==> src/rtl/vme_bus_arbiter.sv <==
// Two-master round-robin arbiter in front of a VME-style register-map slave port.
// Each access runs strobe -> wait for the matching done (or watchdog expiry) -> return.
module vme_bus_arbiter #(
  parameter int TIMEOUT_CYCLES = 255,
  parameter int TO_W           = 8
) (
  input  logic        Clk,
  input  logic        Rst,
  // master 0
  input  logic [18:0] m0_addr,
  input  logic [15:0] m0_wdata,
  input  logic        m0_rd,
  input  logic        m0_wr,
  output logic [15:0] m0_rdata,
  output logic        m0_done,
  output logic        m0_err,
  // master 1
  input  logic [18:0] m1_addr,
  input  logic [15:0] m1_wdata,
  input  logic        m1_rd,
  input  logic        m1_wr,
  output logic [15:0] m1_rdata,
  output logic        m1_done,
  output logic        m1_err,
  // register-map slave port
  output logic [18:0] VMEAddr,
  output logic [15:0] VMEWrData,
  output logic        VMERdMem,
  output logic        VMEWrMem,
  input  logic [15:0] VMERdData,
  input  logic        VMERdDone,
  input  logic        VMEWrDone
);

  typedef enum logic [1:0] {
    S_IDLE,
    S_ISSUE,
    S_WAIT,
    S_DONE
  } state_t;

  localparam logic [TO_W-1:0] TIMEOUT_VAL = TO_W'(TIMEOUT_CYCLES);

  state_t            r_state;
  state_t            w_next_state;
  logic              r_grant;       // 0 = M0, 1 = M1
  logic              r_last_grant;
  logic              r_is_rd;
  logic [18:0]       r_addr;
  logic [15:0]       r_wdata;
  logic [TO_W-1:0]   r_cnt;
  logic [15:0]       r_m0_rdata;
  logic [15:0]       r_m1_rdata;
  logic              r_m0_err;
  logic              r_m1_err;

  logic              w_req0;
  logic              w_req1;
  logic              w_pick;
  logic              w_ack;
  logic              w_expire;
  logic [TO_W-1:0]   w_cnt_inc;

  assign w_req0    = m0_rd | m0_wr;
  assign w_req1    = m1_rd | m1_wr;
  assign w_cnt_inc = r_cnt + 1'b1;

  // Only the acknowledge matching the access kind counts, and only while waiting.
  assign w_ack    = (r_state == S_WAIT) & (r_is_rd ? VMERdDone : VMEWrDone);
  assign w_expire = (r_state == S_WAIT) & (w_cnt_inc == TIMEOUT_VAL);

  always_comb begin
    // NOTE: every combinational output gets a default first so no path leaves it
    // unassigned; otherwise synthesis infers a latch.
    w_next_state = r_state;
    w_pick       = 1'b0;
    case (r_state)
      S_IDLE: begin
        if (w_req0 | w_req1) begin
          w_next_state = S_ISSUE;
          w_pick       = (w_req0 & w_req1) ? ~r_last_grant : w_req1;
        end
      end
      S_ISSUE: w_next_state = S_WAIT;
      S_WAIT: begin
        if (w_ack | w_expire) begin
          w_next_state = S_DONE;
        end
      end
      S_DONE:  w_next_state = S_IDLE;
      default: w_next_state = S_IDLE;
    endcase
  end

  always_ff @(posedge Clk or posedge Rst) begin
    // NOTE: sequential state uses non-blocking assignments so every register
    // samples pre-edge values regardless of statement order.
    if (Rst) begin
      r_state <= S_IDLE;
    end else begin
      r_state <= w_next_state;
    end
  end

  // NOTE: the request latch and return registers are reset as well, so the
  // slave port and master outputs read all-zero straight out of reset.
  always_ff @(posedge Clk or posedge Rst) begin
    if (Rst) begin
      r_grant      <= 1'b0;
      r_last_grant <= 1'b1;
      r_is_rd      <= 1'b0;
      r_addr       <= '0;
      r_wdata      <= '0;
      r_cnt        <= '0;
      r_m0_rdata   <= '0;
      r_m1_rdata   <= '0;
      r_m0_err     <= 1'b0;
      r_m1_err     <= 1'b0;
    end else begin
      case (r_state)
        S_IDLE: begin
          if (w_req0 | w_req1) begin
            r_grant <= w_pick;
            r_addr  <= w_pick ? m1_addr  : m0_addr;
            r_wdata <= w_pick ? m1_wdata : m0_wdata;
            // rd and wr together resolve to a read
            r_is_rd <= w_pick ? m1_rd    : m0_rd;
          end
        end
        S_ISSUE: r_cnt <= '0;
        S_WAIT: begin
          r_cnt <= w_cnt_inc;
          if (w_ack) begin
            if (r_grant) begin
              if (r_is_rd) r_m1_rdata <= VMERdData;
              r_m1_err <= 1'b0;
            end else begin
              if (r_is_rd) r_m0_rdata <= VMERdData;
              r_m0_err <= 1'b0;
            end
          end else if (w_expire) begin
            if (r_grant) begin
              r_m1_rdata <= 16'h0000;
              r_m1_err   <= 1'b1;
            end else begin
              r_m0_rdata <= 16'h0000;
              r_m0_err   <= 1'b1;
            end
          end
        end
        S_DONE:  r_last_grant <= r_grant;
        default: ;
      endcase
    end
  end

  assign VMEAddr   = r_addr;
  assign VMEWrData = r_wdata;
  assign VMERdMem  = (r_state == S_ISSUE) &  r_is_rd;
  assign VMEWrMem  = (r_state == S_ISSUE) & ~r_is_rd;

  assign m0_done   = (r_state == S_DONE) & ~r_grant;
  assign m1_done   = (r_state == S_DONE) &  r_grant;
  assign m0_rdata  = r_m0_rdata;
  assign m1_rdata  = r_m1_rdata;
  assign m0_err    = r_m0_err;
  assign m1_err    = r_m1_err;

endmodule

==> config.mk <==
export PLATFORM = sky130hd
export DESIGN_NAME = vme_bus_arbiter
export DESIGN_NICKNAME = d
export VERILOG_FILES = /design/src/rtl/vme_bus_arbiter.sv
export SDC_FILE = /design/constraint.sdc
export NUM_CORES = 1
export LEC_CHECK = 0
export CELL_PAD_IN_SITES_DETAIL_PLACEMENT = 1
export CELL_PAD_IN_SITES_GLOBAL_PLACEMENT = 1
export CORE_MARGIN = 8
export CORE_UTILIZATION = 32
export CTS_CLUSTER_SIZE = 14
export DETAILED_ROUTE_END_ITERATION = 10
export PLACE_DENSITY = 0.8
export SYNTH_ARGS = -nofsm -noshare
export SYNTH_HDL_FRONTEND = slang
export SYNTH_SLANG_ARGS = --single-unit
==> constraint.sdc <==
create_clock -name Clk -period 3.6 [get_ports Clk]
set_clock_uncertainty 0.2 [all_clocks]
set_input_delay 1.08 -clock Clk [delete_from_list [all_inputs] [get_ports Clk]]
set_output_delay 1.08 -clock Clk [all_outputs]
set_load 0.1 [all_outputs]
; Word-level counts from Yosys, hierarchy flattened
; Cells that the tools add are included.
[word_totals]
register_bits = 82
latchBits = 0
mem_bits_rw = 0
mem_bits_ro = 0
in_bits = 94
out_inout_bits = 73
word_cells = 74
n_memories = 0
[classes]
addsub = 1
mul = 0
div = 0
n_lt_le_gt_ge = 0
eq_ne = 11
shift = 0
mux = 28
n_bitwise = 14
reduce_logical = 9
[ops]
columns = cell, count
row1 = two-way mux 16 bit, 10
row2 = two-way mux 19 bit, 1
row3 = one-hot mux 8 bit (2 select lines), 1
row4 = two-way mux 1 bit, 13
row5 = != test 2 bit (second input constant), 6
row6 = AND reduction 5 bit, 2
row7 = adder 8 x 1 -> 8 bit (second input constant), 1
row8 = == test 8 bit (second input constant), 1
row9 = one-hot mux 2 bit (4 select lines), 1
row10 = AND reduction 4 bit, 2
row11 = AND 1 bit, 7
row12 = == test 2 bit (second input constant), 2
row13 = two-way mux 2 bit, 2
row14 = OR 1 bit, 4
row15 = AND reduction 2 bit, 2
row16 = nonzero test 2 bit, 2
row17 = inverter 1 bit, 3
row18 = == test 2 x 1 -> 1 bit (second input constant), 1
row19 = logical NOT 2 bit, 1
row20 = != test 2 x 1 -> 1 bit (second input constant), 1

; Depth between registers and ports, before layout
; Gate-level depths: netlist (run 1).
[depth]
ltp_word = 6
ltp_mapped = 9
mapped_depth_nobuf = 7

; Worst setup path before layout (run 1)
; Ideal clock, no wire load.
[synth_timing]
kind = register to output
from = reg r_state[1]
to = out VMEWrMem
arrival_time_ps = 1964
required_time_ps = 2320
path_slack_ps = 356
path_stages_with_launch = 4
path_buffers = 0
path_cell_list = dfrtp_1 inv_1 ha_1 nor2b_1
[synth_between]
elab_chain_len = 2
[synth_lines]
columns = item, line_no
row1 = from (decl), 44  ; state_t r_state;
row2 = from (signal assigned), 101  ; r_state <= w_next_state;
row3 = == test 2 x 1 -> 1 bit, 160  ; assign VMEWrMem = (r_state == S_ISSUE) & ~r_is_rd;
row4 = AND 1 bit, 160
row5 = to (decl), 29  ; output logic VMEWrMem,
; No other way between the ends.

; Worst setup path after layout (run 1)
[layout_timing]
from = reg r_cnt[1]
to = reg r_m0_rdata[8], in the netlist m0_rdata[8]
[layout_between]
elab_chain_len = 5
elab_cells_between_ends = 6
cone_classes = add/sub: 1 / eq/ne: 2 / bitwise: 1 / reduce/logical: 2
[layout_lines]
columns = item, line_no
row1 = from (decl), 51  ; logic [TO_W-1:0] r_cnt;
row2 = from (signal assigned), 132  ; r_cnt <= w_cnt_inc;
row3 = adder 8 x 1 -> 8 bit (*), 66  ; assign w_cnt_inc = r_cnt + 1'b1;
row4 = == test 8 bit (*), 70  ; assign w_expire = (r_state == S_WAIT) & (w_cnt_inc == TIMEOUT_VAL);
row5 = AND 1 bit (*), 70
row6 = != test 2 bit (no line) / nonzero test 2 bit (equally long branches), --
row7 = AND reduction 5 bit (no line) (*), --
row8 = to (signal assigned), 138  ; if (r_is_rd) r_m0_rdata <= VMERdData;
row9 = to (decl), 52  ; logic [15:0] r_m0_rdata;
; Mark *: on every way between the ends. The rest lies on a longest branch, timed or not.
; A chain may end at the register's enable or synchronous reset.

==> results of run 1 <==
[kinds of logic after synthesis]
family | after synthesis | share of synthesized area [%]
fa+ha+maj | 6 | 1.84
mux | 35 | 8.59
compound gates | 123 | 19.4
flops | 82 | 50.3
simple gates | 136 | 15.4
buf+inv | 38 | 4.45
[cells in the final DEF (no fill, tap or decap), types with 2 or more instances in the layout]
cell type,netlist,routed
o21ai_2,10,10
buf_12,0,3
clkdlybuf4s50_1,0,93
a22oi_1,17,17
nor2b_1,4,4
o21ai_0,56,56
o41ai_1,2,2
o21a_1,2,2
dfrtp_1,81,81
and2_1,2,2
nand3_1,8,8
clkbuf_16,0,9
nand4b_1,2,2
nor3_2,1,2
buf_4,4,79
o31ai_1,3,3
ha_1,6,6
nand4_1,2,2
clkbuf_1,14,4
o21ai_1,9,9
nand2_1,101,101
clkinv_2,0,2
a21oi_1,5,5
mux2i_1,35,35
nor2_1,5,5
inv_1,10,9
[state kept, by name (all words and copies together) (netlist names)]
signal	flops
m1_err	1
m0_err	1
r_is_rd	1
r_state	2
VMEWrData	16
r_grant	1
m1_rdata	16
m0_rdata	16
r_last_grant	1
r_cnt	8
VMEAddr	19
[stage by stage]
| step | hold slack [ns] | worst slack [ns] |
|---|---|---|
| 2_1_floorplan | 0.281 | 0.213 |
| 3_3_place_gp | 0.265 | 0.624 |
| 3_5_place_dp | 0.272 | 0.511 |
| 4_1_cts | 0.285 | 0.735 |
| 5_1_grt | 0.310 | 0.551 |
| 6_report | 0.282 | 0.797 |
[critical path: stages (launching register included)]
cell	delay, ns
dfrtp_1	0.57
ha_1	0.38
nand4_1	0.21
a211oi_2	0.28
nor3_2	0.13
nor3_4	0.63
o21ai_0	0.22
[cell type report]
cell class	count	share of cell area [%]
well taps	172	3.58
flip-flops and latches	82	34.2
clock inverters	2	0.208
repair buffers	175	26.4
multi-input cells	300	30.8
inverters	10	0.645
clock buffers	14	4.23
[final timing paths]
kind	start	cells after the start	to
max reg2reg	r_cnt[1]	6	m0_rdata[8]
min	VMEWrData[11]	2	VMEWrData[11]
max	r_cnt[1]	6	m0_rdata[8]
min reg2reg	VMEWrData[11]	2	VMEWrData[11]
max in group asynchronous	Rst	3	r_last_grant
min in group asynchronous	Rst	2	VMEAddr[18]
[metal layers]
layer	share of wire, %	wire (um)	vias to the layer above
met5	0	0	-
met4	1.1	159	0
met3	10	1450	11
met2	47	6530	128
met1	41	5710	1844
li1	-	-	1785
==> results.py, run 1 <==
metrics = {
    "outcome": {
        "run_status": "complete, no violations",
    },
    "sta": {
        "post-route-min-period_ns": 2.80,
        "rsz0062_at_grt": "no",
        "max_slew_margin_pct": 48.8,
        "worst_slew_pin_slew_ns": 0.765,
        "hold_viol_final": 0,
        "setup_viol": 0,
        "drv_slew": 0,
        "fmax_mhz": 357,
        "setup-tns-final_ns": 0,
        "timing.final.crit_share_pct": 77.9,
    },
    "yosys": {
        "synthCells": 420,
        "yosysMostFrequentCell": "nand2_1",
        "synthArstFlopShare_pct": 100,
        "synth_commonest_cells": "nand2_1 (101), dfrtp_1 (81), o21ai_0 (56), mux2i_1 (35), a22oi_1 (17)",
        "synthTopCellsByArea": "dfrtp_1 (50%), nand2_1 (9.3%), mux2i_1 (8.6%), o21ai_0 (6.9%), a22oi_1 (3.1%)",
        "syn_area_per_cell_sq_um": 9.71,
        "ys_seq_area_share_pct": 50.3,
        "yosys.area.top_type": "dfrtp_1",
        "ys.flop_type": "dfrtp_1",
        "synth_edf_count": 0,
        "syn_nets": 520,
        "yosysWarnings": 0,
        "syn_area_sq_um": 4080,
        "synth_top_area_share_pct": 49.7,
        "synth_cell_types": 53,
        "yosys_register_bits": 82,
    },
    "route": {
        "routed-via-count": 3768,
        "drcViolationCount": 0,
        "viasPerCell": 4.99,
        "wl_per_cell_um": 18.3,
        "dr.pass1.iters": 5,
        "antenna_left": 0,
        "finalWirelength_mm": 13.8,
        "drt_iter0_markers": 218,
    },
    "critical_path": {
        "rrSetupSlack_ns": 0.80,
        "crit_arrival_ns": 2.77,
        "cp-start-kind": "flop",
        "setup.worst_path.class": "reg -> reg",
        "worst_ep_required_time_ns": 3.57,
        "crit_path_end_kind": "flop",
        "cp_max_fo": 18,
    },
    "final_layout": {
        "syn2layout_area_growth_pct": 47.3,
        "seq_area_sq_um": 2050,
        "design_area_sq_um": 6010,
        "drive_above_1_share_pct": 20.4,
        "multi_input_area_sq_um": 1850,
        "fin_util_pct": 48.0,
        "antennaDiodeCount": 0,
        "instances_no_fill": 755,
        "final_nets": 678,
        "n_fill_cell": 1460,
    },
    "clock_tree": {
        "clk_latency_ns": 0.33,
        "post_cts_resized": 0,
        "root_buffer": "clkbuf_16",
        "cts_sinks": 82,
        "numCtsBuffers": 9,
        "path_clk_slew_ns": 0.06,
        "hold_buffers": 0,
        "postCtsSetupBuffers": 0,
        "tritoncts": "yes",
        "clock_path_buffers": 2,
        "cts_max_level": 3,
    },
    "placed_design": {
        "postPlaceCellArea_sq_um": 5740,
        "portBuffers": 166,
        "dp.cells": 739,
        "globalplace.congestion": 0.779,
        "hpwl_mm": 10.9,
    },
    "global_route": {
        "grt_usage_pct": 17.0,
        "overflow": 0,
        "gr-usage-met3_pct": 8.15,
        "grt_pass1_vias": 4181,
        "grt_max_degree": 60,
        "grt_pass1_wl_mm": 22.1,
        "antenna_found_initial": 0,
        "met1_usage_pct": 19.4,
        "met2_usage_pct": 27.5,
        "top_usage_layer": "met2",
    },
    "hold_path": {
        "hp-class": "reg -> reg",
    },
    "die": {
        "boundaryPins": 167,
        "core_area_sq_um": 12500,
        "dieArea_sq_um": 16600,
        "dieHeight_um": 129,
        "rows": 41,
        "initial_core_util_pct": 32.6,
        "fp.dieW_um": 129,
    },
    "job": {
        "maxCapViolations": 0,
    },
}
Power of run 1 is left out: the tool's default activity adds up to more than one toggle a clock period on the data nets, which glitch-free logic cannot reach.
==> inputs of run 2 (changes only) <==
==> constraint.sdc (replaced) <==
create_clock -name Clk -period 2.6 [get_ports Clk]
set_clock_uncertainty 0.2 [all_clocks]
set_input_delay 0.78 -clock Clk [delete_from_list [all_inputs] [get_ports Clk]]
set_output_delay 0.78 -clock Clk [all_outputs]
set_load 0.1 [all_outputs]
==> results.py, run 2 (synthesized netlist as in run 1, its figures left out) <==
metrics = {
    "route": {
        "dr.pass1.iters": 4,
        "viasPerCell": 4.91,
        "routed-via-count": 3734,
        "antenna_left": 0,
        "wl_per_cell_um": 18.0,
        "drcViolationCount": 0,
        "finalWirelength_mm": 13.7,
        "drt_iter0_markers": 201,
    },
    "sta": {
        "rsz0062_at_grt": "no",
        "hold_viol_final": 0,
        "worst_slew_pin_slew_ns": 0.541,
        "timing.final.crit_share_pct": 92.0,
        "fmax_mhz": 418,
        "timing.final.ws_setup_ns": 0.208,
        "whs_ns": 0.281,
        "drv_slew": 0,
        "post-route-min-period_ns": 2.39,
        "max_slew_margin_pct": 63.7,
        "setup_viol": 0,
    },
    "critical_path": {
        "crit_path_end_kind": "output pin",
        "crit_arrival_ns": 1.41,
        "rrSetupSlack_ns": 0.33,
        "reg2reg_depth": 7,
        "regToRegStartpoint": "r_cnt[0]",
        "worst_ep_required_time_ns": 1.62,
        "r2r-end": "m1_err",
        "setup.worst_path.class": "reg -> out",
        "cp_max_fo": 12,
        "cp-start-kind": "flop",
    },
    "die": {
        "dieArea_sq_um": 16600,
        "dieHeight_um": 129,
        "core_area_sq_um": 12500,
        "initial_core_util_pct": 32.6,
        "rows": 41,
        "boundaryPins": 167,
        "fp.dieW_um": 129,
    },
    "placed_design": {
        "globalplace.congestion": 0.773,
        "hpwl_mm": 10.5,
        "portBuffers": 166,
        "dp_slack_ns": -0.0317,
        "dp.cells": 745,
    },
    "hold_path": {
        "hold_depth": 2,
        "min_to": "VMEAddr[8]",
        "min-delay-start": "VMEAddr[8]",
        "hp-class": "reg -> reg",
    },
    "global_route": {
        "grt_pass1_vias": 4185,
        "grt_max_degree": 83,
        "grt_pass1_wl_mm": 22.0,
        "overflow": 0,
        "grt_usage_pct": 16.8,
        "antenna_found_initial": 0,
    },
    "final_layout": {
        "fin_util_pct": 49.3,
        "instances_no_fill": 761,
        "largest_reg_flops": 19,
        "antennaDiodeCount": 0,
        "layout_commonest_cell": "nand2_1",
        "final_nets": 684,
        "n_fill_cell": 1452,
        "drive_above_1_share_pct": 22.2,
        "layout_common_cells": "nand2_1 (101), clkdlybuf4s50_1 (93), dfrtp_1 (81), buf_4 (80), o21ai_0 (56)",
        "syn2layout_area_growth_pct": 51.2,
    },
    "outcome": {
        "run_status": "complete, no violations",
    },
    "clock_tree": {
        "numCtsBuffers": 9,
        "path_clk_slew_ns": 0.06,
        "cts_max_level": 3,
        "post_cts_resized": 0,
        "tritoncts": "yes",
        "cts_sinks": 82,
        "hold_buffers": 0,
        "clk_latency_ns": 0.33,
        "clock_path_buffers": 2,
        "postCtsSetupBuffers": 0,
        "root_buffer": "clkbuf_16",
    },
    "job": {
        "maxCapViolations": 0,
    },
}
run 2: worst max path at each step:
stage / start / end / slack, ns / cells past startpoint
2_1_floorplan: r_state[1] / VMEWrMem / 0.19 / 3
6_report: r_grant / m1_done / 0.21 / 2
4_1_cts: r_grant / m1_done / 0.20 / 2
5_1_grt: r_state[1] / VMEWrMem / 0.15 / 4
3_5_place_dp: m0_wr / VMEWrData[13] / -0.03 / 6
3_3_place_gp: m0_wr / VMEWrData[13] / 0.04 / 6
run 2: critical path, stage by stage, from the launching register on:
cell	delay (ns)
dfrtp_1	0.61
and2_1	0.27
buf_12	0.19
run 2: stage by stage:
stage,instance area [sq um],setup TNS [ns]
2_1_floorplan,4090,0
3_3_place_gp,5860,0
3_5_place_dp,5860,-0.0317
4_1_cts,6170,0
5_1_grt,6170,0
6_report,6170,0
run 2: per-layer routing:
layer	GRT usage, %	vias up	share of wire, %
met5	0	-	0
met4	5.81	0	1.4
met3	8.19	14	12
met2	27.0	141	46
met1	19.1	1778	41
li1	-	1801	-
run 2: final cells by class:
cell class	instances	area, sq um	share of cell area (%)
Clock buffer	10	239	3.87
Clock inverter	6	71.3	1.16
Inverter	10	41.3	0.669
Multi-Input combinational cell	300	1860	30.1
Sequential cell	82	2050	33.3
Tap cell	172	215	3.49
Timing Repair Buffer	181	1690	27.4
Power of run 2 is left out for the same reason.
==> inputs of run 3 (changes only) <==
--- a/config.mk
+++ b/config.mk
@@ -7,11 +7,14 @@
 export LEC_CHECK = 0
 export CELL_PAD_IN_SITES_DETAIL_PLACEMENT = 1
 export CELL_PAD_IN_SITES_GLOBAL_PLACEMENT = 1
+export CORE_ASPECT_RATIO = 0.9
 export CORE_MARGIN = 8
-export CORE_UTILIZATION = 32
+export CORE_UTILIZATION = 33
+export CTS_BUF_LIST = sky130_fd_sc_hd__clkbuf_4 sky130_fd_sc_hd__clkbuf_8
 export CTS_CLUSTER_SIZE = 14
 export DETAILED_ROUTE_END_ITERATION = 10
-export PLACE_DENSITY = 0.8
+export GPL_ROUTABILITY_DRIVEN = 0
+export PLACE_DENSITY = 0.82
 export SYNTH_ARGS = -nofsm -noshare
 export SYNTH_HDL_FRONTEND = slang
 export SYNTH_SLANG_ARGS = --single-unit
==> results.py, run 3 (synthesized netlist as in run 1, its figures left out) <==
metrics = {
    "outcome": {
        "run_status": "complete, no violations",
    },
    "critical_path": {
        "timing.critical_path.max_delay_family": "flip-flops",
        "critPathMaxStageDelay_ns": 0.43,
        "setup.worst_path.class": "reg -> out",
        "path_depth": 4,
        "crit_path_cell_trace": "inv_1 -> ha_1 -> nor2b_2 -> buf_12",
        "worst_ep_required_time_ns": 1.62,
        "worst-path-buf-inv": 2,
        "cp-start-kind": "flop",
        "cp_max_fo": 3,
        "crit_arrival_ns": 1.44,
        "crit_path_end_kind": "output pin",
        "reg2reg_depth": 7,
        "critPathSlowestCell": "dfrtp_1",
    },
    "clock_tree": {
        "clock_path_buffers": 2,
        "cts_sinks": 82,
        "root_buffer": "clkbuf_8",
        "cts_max_level": 3,
        "clk_latency_ns": 0.36,
        "hold_buffers": 0,
        "numCtsBuffers": 9,
        "tritoncts": "yes",
        "path_clk_slew_ns": 0.08,
    },
    "die": {
        "boundaryPins": 167,
        "rows": 38,
        "core_area_sq_um": 12100,
        "fp.dieW_um": 133,
        "dieHeight_um": 121,
        "dieArea_sq_um": 16200,
        "initial_core_util_pct": 33.8,
    },
    "placed_design": {
        "postPlaceCellArea_sq_um": 5970,
        "portBuffers": 166,
        "hpwl_mm": 11.4,
    },
    "sta": {
        "post-route-min-period_ns": 2.42,
        "max_slew_margin_pct": 66.8,
        "worst_slew_pin_slew_ns": 0.485,
        "hold_viol_final": 0,
        "drv_slew": 0,
        "timing.final.crit_share_pct": 92.9,
        "setup_viol": 0,
        "rsz0062_at_grt": "no",
        "fmax_mhz": 414,
        "whs_ns": 0.289,
    },
    "route": {
        "viasPerCell": 5.02,
        "wl_per_cell_um": 18.8,
        "dr.pass1.iters": 4,
        "finalWirelength_mm": 14.4,
        "drcViolationCount": 0,
        "routed-via-count": 3832,
        "antenna_left": 0,
        "drt_iter0_markers": 177,
    },
    "hold_path": {
        "hold_depth": 2,
        "hp-class": "reg -> reg",
    },
    "final_layout": {
        "largest_reg_flops": 19,
        "syn2layout_area_growth_pct": 51.0,
        "multi_input_area_sq_um": 1860,
        "drive_above_1_share_pct": 24.0,
        "seq_area_sq_um": 2050,
        "layout_common_cells": "nand2_1 (101), clkdlybuf4s50_1 (93), buf_4 (92), dfrtp_1 (81), o21ai_0 (56)",
        "design_area_sq_um": 6160,
        "n_fill_cell": 1390,
        "antennaDiodeCount": 0,
        "final_nets": 699,
        "layout_commonest_cell": "nand2_1",
    },
    "global_route": {
        "grt_pass1_vias": 4400,
        "antenna_found_initial": 0,
        "grt_usage_pct": 18.0,
        "overflow": 0,
        "grt_max_degree": 56,
        "grt_pass1_wl_mm": 23.3,
    },
    "job": {
        "maxCapViolations": 0,
    },
}
==> run 3: changes by cell type in the layout (fill, tap and decap cells not counted) <==
| cell | delta |
|---|---|
| clkinv_2 | +1 |
| inv_8 | -1 |
| clkbuf_8 | +8 |
| clkinvlp_4 | +1 |
| buf_12 | +3 |
| bufinv_16 | -1 |
| clkbuf_16 | -9 |
| buf_4 | +12 |
==> run 3: path summary, 6_finish.rpt <==
check	endpoint	startpoint	slack [ns]
setup reg to reg	m0_err	r_cnt[0]	0.25
setup / recovery	VMEWrMem	r_state[1]	0.18
hold reg to reg	VMEWrData[11]	VMEWrData[11]	0.29
hold / removal	VMEWrData[11]	VMEWrData[11]	0.29
max in group asynchronous	r_last_grant	Rst	1.21
min in group asynchronous	m0_rdata[1]	Rst	0.66
==> run 3: layer usage <==
layer / GRT usage (%) / vias to the layer above / wire length, um
met5: 0 / - / 0
met4: 5.89 / 0 / 218
met3: 9.27 / 14 / 1580
met2: 29.0 / 133 / 6650
met1: 20.4 / 1863 / 5930
li1: - / 1822 / -
==> run 3: timing repair <==
action | 4_1_cts | 5_1_grt
buffers inserted | 2 | 0
setup endpoints to repair | 16 | 0
resized for setup | 0 | 0
==> run 3: worst min-delay path, cell delays in order, from the launching register on <==
cell and delay (ns):
dfrtp_1 0.35, nand2_1 0.05, o21ai_0 0.06
==> run 3: area by class of cell <==
class / count / area share [%]
Sequential cell: 82 / 33.3
Clock buffer: 9 / 2.01
Timing Repair Buffer: 196 / 29.9
Multi-Input combinational cell: 300 / 30.2
Clock inverter: 6 / 0.690
Tap cell: 160 / 3.25
Inverter: 10 / 0.670
==> run 3: metrics by stage <==
stage	TNS (ns)	setup slack [ns]	util, %	cells
3_3_place_gp	-6.55	-0.457	49.4	746
2_1_floorplan	0	0.185	-	420
3_5_place_dp	-10.01	-0.562	49.4	746
4_1_cts	0	0.158	51.0	763
5_1_grt	0	0.0520	51.0	763
6_report	0	0.183	51.0	763
Power of run 3 is left out for the same reason.
